<file path="config.mk">
export PLATFORM = sky130hd
export DESIGN_NAME = apb_mailbox_fifo
export DESIGN_NICKNAME = d
export VERILOG_FILES = /design/src/rtl/apb_mailbox_fifo.sv
export SDC_FILE = /design/constraint.sdc
export NUM_CORES = 1
export LEC_CHECK = 0
export CAP_MARGIN = 5
export CORE_MARGIN = 2
export CORE_UTILIZATION = 42
export DETAILED_ROUTE_END_ITERATION = 10
export PLACE_DENSITY_LB_ADDON = 0.12
export SKIP_CTS_REPAIR_TIMING = 1
export SYNTH_ARGS = -nofsm -noshare
export SYNTH_HDL_FRONTEND = slang
export SYNTH_SLANG_ARGS = --single-unit
</file>
<file path="constraint.sdc">
create_clock -name PCLK -period 5.7 [get_ports PCLK]
set_input_delay 1.14 -clock PCLK [delete_from_list [all_inputs] [get_ports PCLK]]
set_output_delay 1.14 -clock PCLK [all_outputs]
set_load 0.005 [all_outputs]
</file>
<file path="src/rtl/apb_mailbox_fifo.sv">
// APB completer exposing a 32-bit mailbox: a CPU-to-hardware TX FIFO and a
// hardware-to-CPU RX FIFO, with status/control registers and a level interrupt.
`timescale 1ns/1ps

module apb_mailbox_fifo #(
    parameter int DEPTH       = 8,
    parameter int WAIT_STATES = 1
) (
    input  logic        PCLK,
    input  logic        PRESETn,
    input  logic        PSEL,
    input  logic [9:0]  PADDR,
    input  logic        PENABLE,
    input  logic        PWRITE,
    input  logic [31:0] PWDATA,
    output logic [31:0] PRDATA,
    output logic        PREADY,
    output logic        PSLVERR,
    output logic [31:0] tx_data,
    output logic        tx_valid,
    input  logic        tx_ready,
    input  logic [31:0] rx_data,
    input  logic        rx_valid,
    output logic        rx_ready,
    output logic        MBXINT
);

    localparam int              AW           = $clog2(DEPTH);
    localparam logic [AW:0]     FULL_CNT     = (AW+1)'(DEPTH);
    localparam logic [2:0]      WS           = 3'(WAIT_STATES);
    localparam logic [9:0]      ADDR_DATA    = 10'd0;
    localparam logic [9:0]      ADDR_STATUS  = 10'd1;
    localparam logic [9:0]      ADDR_CTRL    = 10'd2;
    localparam logic [9:0]      ADDR_INTSTAT = 10'd3;

    logic [2:0]    wcnt;
    logic          access;
    logic          done;
    logic          sel_data;
    logic          sel_status;
    logic          sel_ctrl;
    logic          sel_int;
    logic          mapped;
    logic          wr_data;
    logic          rd_data;
    logic          wr_ctrl;
    logic          wr_int;
    logic          tx_flush;
    logic          rx_flush;

    logic [31:0]   tx_mem [DEPTH];
    logic [AW-1:0] tx_wptr;
    logic [AW-1:0] tx_rptr;
    logic [AW:0]   tx_cnt;
    logic          tx_empty;
    logic          tx_full;
    logic          tx_push;
    logic          tx_pop;

    logic [31:0]   rx_mem [DEPTH];
    logic [AW-1:0] rx_wptr;
    logic [AW-1:0] rx_rptr;
    logic [AW:0]   rx_cnt;
    logic          rx_empty;
    logic          rx_full;
    logic          rx_push;
    logic          rx_pop;

    logic [2:0]    ctrl;
    logic          txovr;
    logic          rxund;
    logic          unused_pwdata;

    assign access = PSEL & PENABLE;
    assign PREADY = ~access | (wcnt == WS);
    assign done   = access & PREADY;

    always_ff @(posedge PCLK or negedge PRESETn) begin
        if (!PRESETn) begin
            wcnt <= '0;
        end else if (!PSEL || done) begin
            wcnt <= '0;
        end else if (access) begin
            wcnt <= wcnt + 3'd1;
        end
    end

    assign sel_data   = (PADDR == ADDR_DATA);
    assign sel_status = (PADDR == ADDR_STATUS);
    assign sel_ctrl   = (PADDR == ADDR_CTRL);
    assign sel_int    = (PADDR == ADDR_INTSTAT);
    assign mapped     = sel_data | sel_status | sel_ctrl | sel_int;

    // Every register side effect is qualified by the completion cycle.
    assign wr_data  = done &  PWRITE & sel_data;
    assign rd_data  = done & ~PWRITE & sel_data;
    assign wr_ctrl  = done &  PWRITE & sel_ctrl;
    assign wr_int   = done &  PWRITE & sel_int;
    assign tx_flush = wr_ctrl & PWDATA[4];
    assign rx_flush = wr_ctrl & PWDATA[5];

    assign unused_pwdata = ^{PWDATA[31:6], PWDATA[3]};

    assign tx_empty = (tx_cnt == '0);
    assign tx_full  = (tx_cnt == FULL_CNT);
    assign tx_push  = wr_data & ~tx_full;
    assign tx_pop   = tx_valid & tx_ready;
    assign tx_valid = ~tx_empty;
    assign tx_data  = tx_valid ? tx_mem[tx_rptr] : '0;

    always_ff @(posedge PCLK or negedge PRESETn) begin
        if (!PRESETn) begin
            tx_wptr <= '0;
            tx_rptr <= '0;
            tx_cnt  <= '0;
        end else if (tx_flush) begin
            tx_wptr <= '0;
            tx_rptr <= '0;
            tx_cnt  <= '0;
        end else begin
            if (tx_push) tx_wptr <= tx_wptr + 1'b1;
            if (tx_pop)  tx_rptr <= tx_rptr + 1'b1;
            if (tx_push && !tx_pop)      tx_cnt <= tx_cnt + 1'b1;
            else if (!tx_push && tx_pop) tx_cnt <= tx_cnt - 1'b1;
        end
    end

    always_ff @(posedge PCLK) begin
        if (tx_push) tx_mem[tx_wptr] <= PWDATA;
    end

    assign rx_empty = (rx_cnt == '0);
    assign rx_full  = (rx_cnt == FULL_CNT);
    assign rx_ready = ~rx_full;
    assign rx_push  = rx_valid & rx_ready;
    assign rx_pop   = rd_data & ~rx_empty;

    // A flush on the same edge discards the producer handshake and any pop.
    always_ff @(posedge PCLK or negedge PRESETn) begin
        if (!PRESETn) begin
            rx_wptr <= '0;
            rx_rptr <= '0;
            rx_cnt  <= '0;
        end else if (rx_flush) begin
            rx_wptr <= '0;
            rx_rptr <= '0;
            rx_cnt  <= '0;
        end else begin
            if (rx_push) rx_wptr <= rx_wptr + 1'b1;
            if (rx_pop)  rx_rptr <= rx_rptr + 1'b1;
            if (rx_push && !rx_pop)      rx_cnt <= rx_cnt + 1'b1;
            else if (!rx_push && rx_pop) rx_cnt <= rx_cnt - 1'b1;
        end
    end

    always_ff @(posedge PCLK) begin
        if (rx_push && !rx_flush) rx_mem[rx_wptr] <= rx_data;
    end

    always_ff @(posedge PCLK or negedge PRESETn) begin
        if (!PRESETn) begin
            ctrl   <= '0;
            txovr  <= 1'b0;
            rxund  <= 1'b0;
            MBXINT <= 1'b0;
        end else begin
            if (wr_ctrl) ctrl <= PWDATA[2:0];
            txovr  <= (wr_data & tx_full)  | (txovr & ~(wr_int & PWDATA[0]));
            rxund  <= (rd_data & rx_empty) | (rxund & ~(wr_int & PWDATA[1]));
            MBXINT <= (ctrl[0] & tx_empty) | (ctrl[1] & ~rx_empty) |
                      (ctrl[2] & (txovr | rxund));
        end
    end

    assign PSLVERR = done & (~mapped |
                             (sel_data & PWRITE & tx_full) |
                             (sel_data & ~PWRITE & rx_empty) |
                             (sel_status & PWRITE));

    always_comb begin
        PRDATA = '0;
        if (PSEL && !PWRITE) begin
            case (PADDR)
                ADDR_DATA:    if (!rx_empty) PRDATA = rx_mem[rx_rptr];
                ADDR_STATUS:  PRDATA = {20'd0, 4'(rx_cnt), 4'(tx_cnt),
                                        rx_full, rx_empty, tx_full, tx_empty};
                ADDR_CTRL:    PRDATA = {29'd0, ctrl};
                ADDR_INTSTAT: PRDATA = {30'd0, rxund, txovr};
                default:      PRDATA = '0;
            endcase
        end
    end

endmodule

</file>
==> results of run 1 <==
## worst max-delay path, stage by stage
cell and delay, ns:
clkdlybuf4s50_1 0.44, nor4_4 0.48, nand2_1 0.21, nor3b_2 0.67, a31oi_1 0.19, nor2_1 0.14
clkdlybuf4s50_1 0.51
## state kept, by name (all words and copies together) (netlist names)
signal	flops
wcnt	3
MBXINT	1
tx_mem	256
rx_rptr	3
rxund	1
rx_mem	256
tx_wptr	3
ctrl	3
rx_wptr	3
tx_cnt	4
txovr	1
rx_cnt	4
tx_rptr	3
## cells in the mapped netlist (9+ instances only)
cell | instances | area share [%]
mux4_2 | 128 | 13
nor2_1 | 94 | 1.6
nor3_1 | 9 | 0.21
mux2i_1 | 69 | 3.2
nand3_1 | 12 | 0.28
a21oi_1 | 19 | 0.44
ha_1 | 10 | 0.58
nand2_1 | 18 | 0.31
buf_2 | 23 | 0.54
dfrtp_1 | 29 | 3.4
edfxtp_1 | 512 | 71
clkbuf_1 | 21 | 0.37
## how the worst max path moves through the flow
stage	start	endpoint	slack (ns)	depth (start not counted)
after floorplan	PADDR[7]	tx_mem[0][0]$_DFFE_PP_	0.01	5
after global placement	PADDR[7]	PRDATA[3]	0.83	7
after detailed placement	PADDR[3]	PRDATA[3]	0.80	7
after CTS	PADDR[3]	PRDATA[3]	0.78	7
after global routing	PADDR[7]	PRDATA[8]	0.60	7
final	PADDR[7]	PRDATA[3]	0.78	7
## through the flow
stage / instances / worst slack, ns / area [um^2]
floorplan: 1050 / 0.0143 / 21500
global placement: 1855 / 0.835 / 24000
detailed placement: 1855 / 0.797 / 24000
CTS: 1960 / 0.779 / 25900
global route: 1960 / 0.600 / 25900
finish: 1960 / 0.777 / 25900
## area by class of cell
cell class                 instances  area [um^2]  area share [%]
clock inverter                    36          318            1.23
tap                              672          841            3.25
inverter                           8         30.0           0.116
clock buffer                      69         1500            5.80
timing repair buffer             187         1810            7.02
multi-input combinational        447         5240            20.3
sequential                       541        16100            62.3
## cells by family (layout without fill, tap and decap cells)
logic type      count (synthesis)  count (layout)
xor+xnor                       10              10
mux                           201             201
buf+inv                        62             300
compound gates                 43              43
fa+ha+maj                      12              12
flops                         541             541
simple gates                  181             181
## placed cells by master, fill, tap and decap left out, types with 10 or more instances in the layout
cell type and count:
edfxtp_1 512, clkdlybuf4s50_1 149, mux4_2 128, nor2_1 87, mux2i_1 69, clkbuf_16 56
buf_4 35, dfrtp_1 23, a21oi_1 19, nand2_1 18, clkinv_2 13, nand3_1 12
clkinv_1 12, ha_1 10
## report_power, final
part	switching, mW	internal (mW)
sequential	0.345	4.68
clock	1.48	2.09
combinational	0.886	1.12
total	2.71	7.90
## routing by layer
| layer | up-vias | track usage, % | share of wire [%] |
|---|---|---|---|
| met1 | 5463 | 23.6 | 44 |
| li1 | 4673 | - | - |
| met2 | 226 | 30.1 | 50 |
| met5 | - | 0 | 0 |
| met4 | 0 | 4.17 | 1.5 |
| met3 | 47 | 2.91 | 4.5 |
==> flow_summary.toml, run 1 <==
[drt]
routed_via_density = 5.31
ant_nets = 0
route.vias.total = 10409
drt_iter0_drc = 677
dr.pass1.iters = 5
wl_per_cell_um = 23.3
drc = 0
finalWirelength_mm = 45.7

[power_and_ir_drop]
p_total_mw = 10.6
powerDensity_nw_per_um2 = 411
p_leak_nw = 8.27
vdd_drop_max_v = 0.000241

[job]
drv_cap = 0

[synthesis]
synth_nets = 1143
synthDistinctLibCells = 57
syn_area_per_cell_um2 = 20.5
synth-compound-area-share_pct = 1.24
ys_seq_area_share_pct = 74.8
yosys_most_used_dff = "edfxtp_1"
synth-seq-cells = 541
yosys.area_share.simple_pct = 4.55
synth_cells = 1050
syn_area_um2 = 21500
synth-adder-area-share_pct = 0.768
async_reset_ff_share_pct = 5.36
synth_edf_count = 512
synth-xor-area-share_pct = 0.407
synthMuxAreaShare_pct = 16.8
yosys_warnings = 0
synth_top_family_by_area = "multiplexers"

[sta]
fin_setup_tns_ns = 0
fin_crit_sh_pct = 86.4
slew_violations = 0
fin_skew_ns = 0.0263
max_slew_margin_pct = 36.8
period_minus_slack_ns = 4.92
hold_viol = 0
max_freq_ghz = 0.203
worst_hold_slack_ns = 0.516
rsz0062_at_grt = "false"
finalSetupViolCount = 0
worst_pin_slew_ns = 0.948

[cts]
htree_levels = 2
clock-sinks = 541
cts_buffer_depth = 3
numCtsBuffers = 56
clk_latency_ns = 0.60
clk_pin_slew_ns = 0.06
cts_root_buf = "clkbuf_16"
cts_tree = "done"

[floorplan]
core_area_um2 = 50400
dieArea_um2 = 53000
start_util_pct = 42.7
die_w_um = 230
fp.dieH_um = 230
row_count = 82
ioPinCount = 150

[run_status]
status = "completed"

[setup_path]
cp.arrival_ns = 3.78
cp.required_ns = 4.56
ff2ff_setup_slack_ns = 2.49
reg2reg_depth = 7
r2r_start = "wcnt[0]$_DFFE_PN0P_"
worstPathMaxFanout = 9
end_kind = "output pin"
critPathLaunchType = "primary input"
criticalPathCategory = "primary input to output pin"
timing.rr.end = "rx_mem[6][7]$_DFFE_PP_"

[final_layout]
layout-drive-gt1-share_pct = 22.4
utilization_pct = 51.3
nets = 1334
num-fill-cells = 4094
num_antenna_cells = 0
syn2layout_area_growth_pct = 20.2

[min_path]
worstHoldStart = "ctrl[0]$_DFFE_PN0P_"
whs_endpoint = "ctrl[0]$_DFFE_PN0P_"
holdPathStages = 1
holdCritPathClass = "flop to flop"

[grt]
grt_pass1_vias = 11044
grt_max_degree = 41
grt.total_usage_pct = 17.6
antenna_found_initial = 0
grt_pass1_wl_mm = 69.2
grt-ovfl-total = 0

[place]
dp_hpwl_mm = 26.9
place.gp.congestion = 0.729
port_buffers = 149
No activity file was read; power rests on OpenSTA's default activity.
==> inputs of run 2 (changes only) <==
SETUP_SLACK_MARGIN = 0.15   (was default)
==> run 2 against run 1 <==
Final cell count unchanged. Total power grew 0.28%. Clock skew shrank 0.0055 ns. Global-route usage grew 0.38 points. Routed wire length is 1.8% higher. First-iteration DRC count down 13%. Clock power is essentially flat.
==> flow_summary.toml, run 2 (same netlist as run 1, synthesis figures left out) <==
[power_and_ir_drop]
p_total_mw = 10.6
vdd_drop_max_v = 0.000254
p_leak_nw = 8.24
powerDensity_nw_per_um2 = 412

[final_layout]
layout_commonest_cell = "edfxtp_1"
reg_top3 = "rx_mem: 256 flops, tx_mem: 256 flops"
num-fill-cells = 4086
syn2layout_area_growth_pct = 20.1
layout_common_cells = "edfxtp_1, clkdlybuf4s50_1, mux4_2"
nets = 1334
layout-drive-gt1-share_pct = 22.0

[drt]
drc = 0
drt_iter0_drc = 588
finalWirelength_mm = 46.5
ant_nets = 0
wl_per_cell_um = 23.7
routed_via_density = 5.37
route.vias.total = 10523
dr.pass1.iters = 4

[floorplan]
core_area_um2 = 50400
row_count = 82
start_util_pct = 42.7
die_w_um = 230
ioPinCount = 150
dieArea_um2 = 53000
fp.dieH_um = 230

[cts]
cts_tree = "done"
htree_levels = 2
numCtsBuffers = 57
clock-sinks = 541
clk_latency_ns = 0.60
cts_buffer_depth = 3
cts_root_buf = "clkbuf_16"
clk_pin_slew_ns = 0.06

[sta]
fin_crit_sh_pct = 89.1
max_freq_ghz = 0.197
rsz0062_at_grt = "false"
worst_pin_slew_ns = 1.04
worst_hold_slack_ns = 0.517
fin_skew_ns = 0.0208
hold_viol = 0
max_slew_margin_pct = 30.9
setup_slack_ns = 0.620
slew_violations = 0
fin_setup_tns_ns = 0
finalSetupViolCount = 0
period_minus_slack_ns = 5.08

[job]
drv_cap = 0

[place]
port_buffers = 149
pre_cts_ws_ns = 0.533
place.gp.congestion = 0.771
dp_hpwl_mm = 26.4

[grt]
antenna_found_initial = 3
grt_max_degree = 67
grt_pass1_wl_mm = 70.7
grt_pass1_vias = 11112
grt-ovfl-total = 0
grt.total_usage_pct = 17.9

[setup_path]
r2r_start = "tx_cnt[0]$_DFFE_PN0P_"
crit_end = "PRDATA[22]"
reg2reg_depth = 11
criticalPathCategory = "primary input to output pin"
timing.rr.end = "tx_cnt[3]$_DFFE_PN0P_"
worstPathMaxFanout = 22
critical_path.startpoint = "PADDR[3]"
ff2ff_setup_slack_ns = 2.60
end_kind = "output pin"
cp.arrival_ns = 3.94
cp.required_ns = 4.56
critPathLaunchType = "primary input"

[min_path]
holdPathStages = 1
holdCritPathClass = "flop to flop"

[run_status]
status = "completed"
-- run 2: worst max-delay path: stages --
cell and delay, ns:
clkdlybuf4s50_1 0.44, nor4_4 0.41, nand4_1 0.14, buf_4 0.20, or3b_1 0.78, nor2_1 0.27
clkdlybuf4s50_1 0.53
-- run 2: final cells by class --
type                            instances  area (um^2)  share of cell area (%)
Clock buffer                           80         1580                    6.13
Multi-Input combinational cell        447         5250                    20.3
Antenna cell                            1         2.50                 0.00969
Tap cell                              672          841                    3.26
Inverter                                8         30.0                   0.116
Timing Repair Buffer                  186         1780                    6.90
Sequential cell                       541        16100                    62.4
Clock inverter                         25          230                   0.891
-- run 2: per-stage QoR --
| stage | utilization, % | instances | instance area, um^2 |
|---|---|---|---|
| 6_report | 51.3 | 1960 | 25800 |
| 5_1_grt | 51.3 | 1960 | 25800 |
| 4_1_cts | 51.3 | 1959 | 25800 |
| 3_5_place_dp | 47.7 | 1854 | 24000 |
| 3_3_place_gp | 47.7 | 1854 | 24000 |
| 2_1_floorplan | - | 1050 | 21500 |
-- run 2: report_power, final --
part	leakage [nW]	internal, mW	switching, mW
Sequential	4.99	4.68	0.324
Combinational	2.37	1.12	0.936
Clock	0.883	2.11	1.47
-- run 2: worst min path at each step --
stage,startpoint,endpoint,slack [ns]
floorplan,ctrl[1]$_DFFE_PN0P_,MBXINT$_DFF_PN0_,0.46
global placement,ctrl[1]$_DFFE_PN0P_,ctrl[1]$_DFFE_PN0P_,0.50
detailed placement,ctrl[1]$_DFFE_PN0P_,ctrl[1]$_DFFE_PN0P_,0.51
CTS,ctrl[1]$_DFFE_PN0P_,ctrl[1]$_DFFE_PN0P_,0.52
global route,txovr$_DFF_PN0_,txovr$_DFF_PN0_,0.55
finish,ctrl[1]$_DFFE_PN0P_,ctrl[1]$_DFFE_PN0P_,0.52
-- run 2: per-layer routing --
layer	part of all wire (%)	track usage [%]	wire length (um)
met1	44	24.4	20300
met2	50	30.0	23300
met3	4.6	3.17	2160
met4	1.6	4.70	726
met5	0.049	0	23
==> inputs of run 3 (changes only) <==
CTS_CLUSTER_DIAMETER = 200   (was default)
SLEW_MARGIN = 5   (was default)
==> results of run 3 <==
Same layout as run 2: the final DEF is identical, and so are final timing and power.
==> RTL edit, RTL diff (config.mk and constraints of run 3) <==
`DEPTH`: 8 -> 16.
--- a/src/rtl/apb_mailbox_fifo.sv
+++ b/src/rtl/apb_mailbox_fifo.sv
@@ -3,7 +3,7 @@
 `timescale 1ns/1ps
 
 module apb_mailbox_fifo #(
-    parameter int DEPTH       = 8,
+    parameter int DEPTH       = 16,
     parameter int WAIT_STATES = 1
 ) (
     input  logic        PCLK,
Formal check against the unedited RTL: no difference found for any inputs over 4 cycles, from zero or initial values and one cycle with PRESETn low; that may be too few to reach the edited logic, so the function may still have changed.
==> RTL edit against run 3 <==
Synthesized area up 93%; sequential cell count up 518; maximum frequency down 0.48%; highest routed layer unchanged; largest cell class unchanged; core utilization down 1.9 points; setup slack worse by 0.024 ns; power up 88%; sequential share of layout area up 3.0 points; routed wire length up 110%; final area up 87%; final cell count up 76%.
==> RTL edit: results (changes against run 3) <==
finish:
  post-route-util: 0.493  # -0.0195
  nets: 2172  # +63%
  reg_top3: "rx_mem x512, tx_mem x512"
  final_layout_size_suffix_gt1_frac: 0.273  # +0.0533
  nFillCells: 7977  # +95%
cts:
  numCtsBuffers: 112  # +96%
  clk_pin_slew_ns: 0.06  # about the same
  clock_latency_ns: 0.69  # +0.09 ns
  h-tree-depth: 3  # +1
grt:
  grt_pass1_vias: 20800  # +87%
  antenna_found_initial: 12  # +9
  grt_pass1_wl_um: 144000  # +100%
  grt_usage: 0.196  # +0.0169
  grt_max_degree: 81  # +21%
status:
  outcome: "completed"
drt:
  via_count: 19600  # +86%
  wl_per_cell_um: 28.4  # +20%
  first_pass_iters: 6  # +2
  via_per_inst: 5.67  # +5.6%
  drt_iter0_drc: 1759  # +200%
yosys:
  ys_types: 49  # -14%
  synth_area_leaders: "edfxtp_1 (74%), mux4_2 (17%), dfrtp_1 (2.1%)"
  synth_edf_count: 1024  # +100%
  async_reset_ff_frac: 0.0331  # -0.0206
  ys_seq_area_frac: 0.763  # +0.0149
  synth_commonest_cells: "edfxtp_1 (1,024), mux4_2 (308), and2_1 (50)"
  syn_area_per_cell_um2: 22.6  # +10%
place:
  post-place-ws_ns: 0.636  # +0.104 ns
  placedCellCount: 3242  # +75%
  detailed_place_hpwl_um: 56800  # +110%
power:
  worst_ir_drop_vdd_mv: 0.257  # +1.3%
  leakage_uw: 0.0150  # +82%
  p_int_uw: 15000  # +90%
critical_path:
  slowest_stage: "dfrtp_4"
  max_stage_delay_ns: 0.94  # +0.16 ns
  cp.arrival_ns: 3.96  # +0.02 ns
  cp_top_family: "flip-flops"
sta:
  fin_skew_ns: 0.0329  # +0.0120 ns
  relSlewSlack: 0.212  # -0.0969
RTL edit: kinds of logic after synthesis:
| family | share of synthesized area |
|---|---|
| adder cells (fa/ha/maj) | 0.00701 |
| AND/OR/NAND/NOR | 0.0289 |
| buffers and inverters | 0.0116 |
| flip-flops | 0.763 |
| XOR/XNOR | 0.00317 |
| multiplexers | 0.176 |
| AO/OA/AOI/OAI | 0.0101 |
RTL edit: worst paths after layout:
kind,start,end,slack [ns],depth (start not counted)
max,rx_rptr[0],PRDATA[1],0.60,6
max reg2reg,tx_cnt[2],tx_cnt[4],1.91,9
min,rxund,rxund,0.52,2
max in group asynchronous,PRESETn,rx_rptr[0],4.47,1
min reg2reg,rxund,rxund,0.52,2
min in group asynchronous,PRESETn,wcnt[1],0.57,1
RTL edit: cell type report:
class / instances / share of cell area
Tap cell: 1287 / 0.0333
Inverter: 12 / 0.000931
Timing Repair Buffer: 215 / 0.0451
Clock buffer: 143 / 0.0612
Sequential cell: 1059 / 0.654
Clock inverter: 65 / 0.0110
Multi-Input combinational cell: 669 / 0.195
Antenna cell: 2 / 0.000103
RTL edit: worst reg2reg max path: cells and delay by family, from the launching register on:
family	cells	cell delay [ns]
simple gates	2	1.31
flops	1	0.57
compound gates	3	0.77
fa+ha+maj	1	0.43
buf+inv	1	0.17
mux	2	0.45
RTL edit: power groups by stage:
stage	sequential, µW	clock (µW)	combinational [µW]
after floorplan	9240	0	2480
after global placement	9470	0	3840
after detailed placement	9490	0	3870
after CTS	9330	7090	3880
after global routing	9360	7380	4050
final	9320	6920	3780
RTL edit: routing by layer:
layer / GRT usage / vias to the layer above / part of all wire
li1: - / 8219 / -
met3: 0.0351 / 157 / 0.056
met2: 0.321 / 577 / 0.49
met4: 0.0526 / 12 / 0.023
met1: 0.274 / 10600 / 0.43
met5: 0 / - / 0.00069
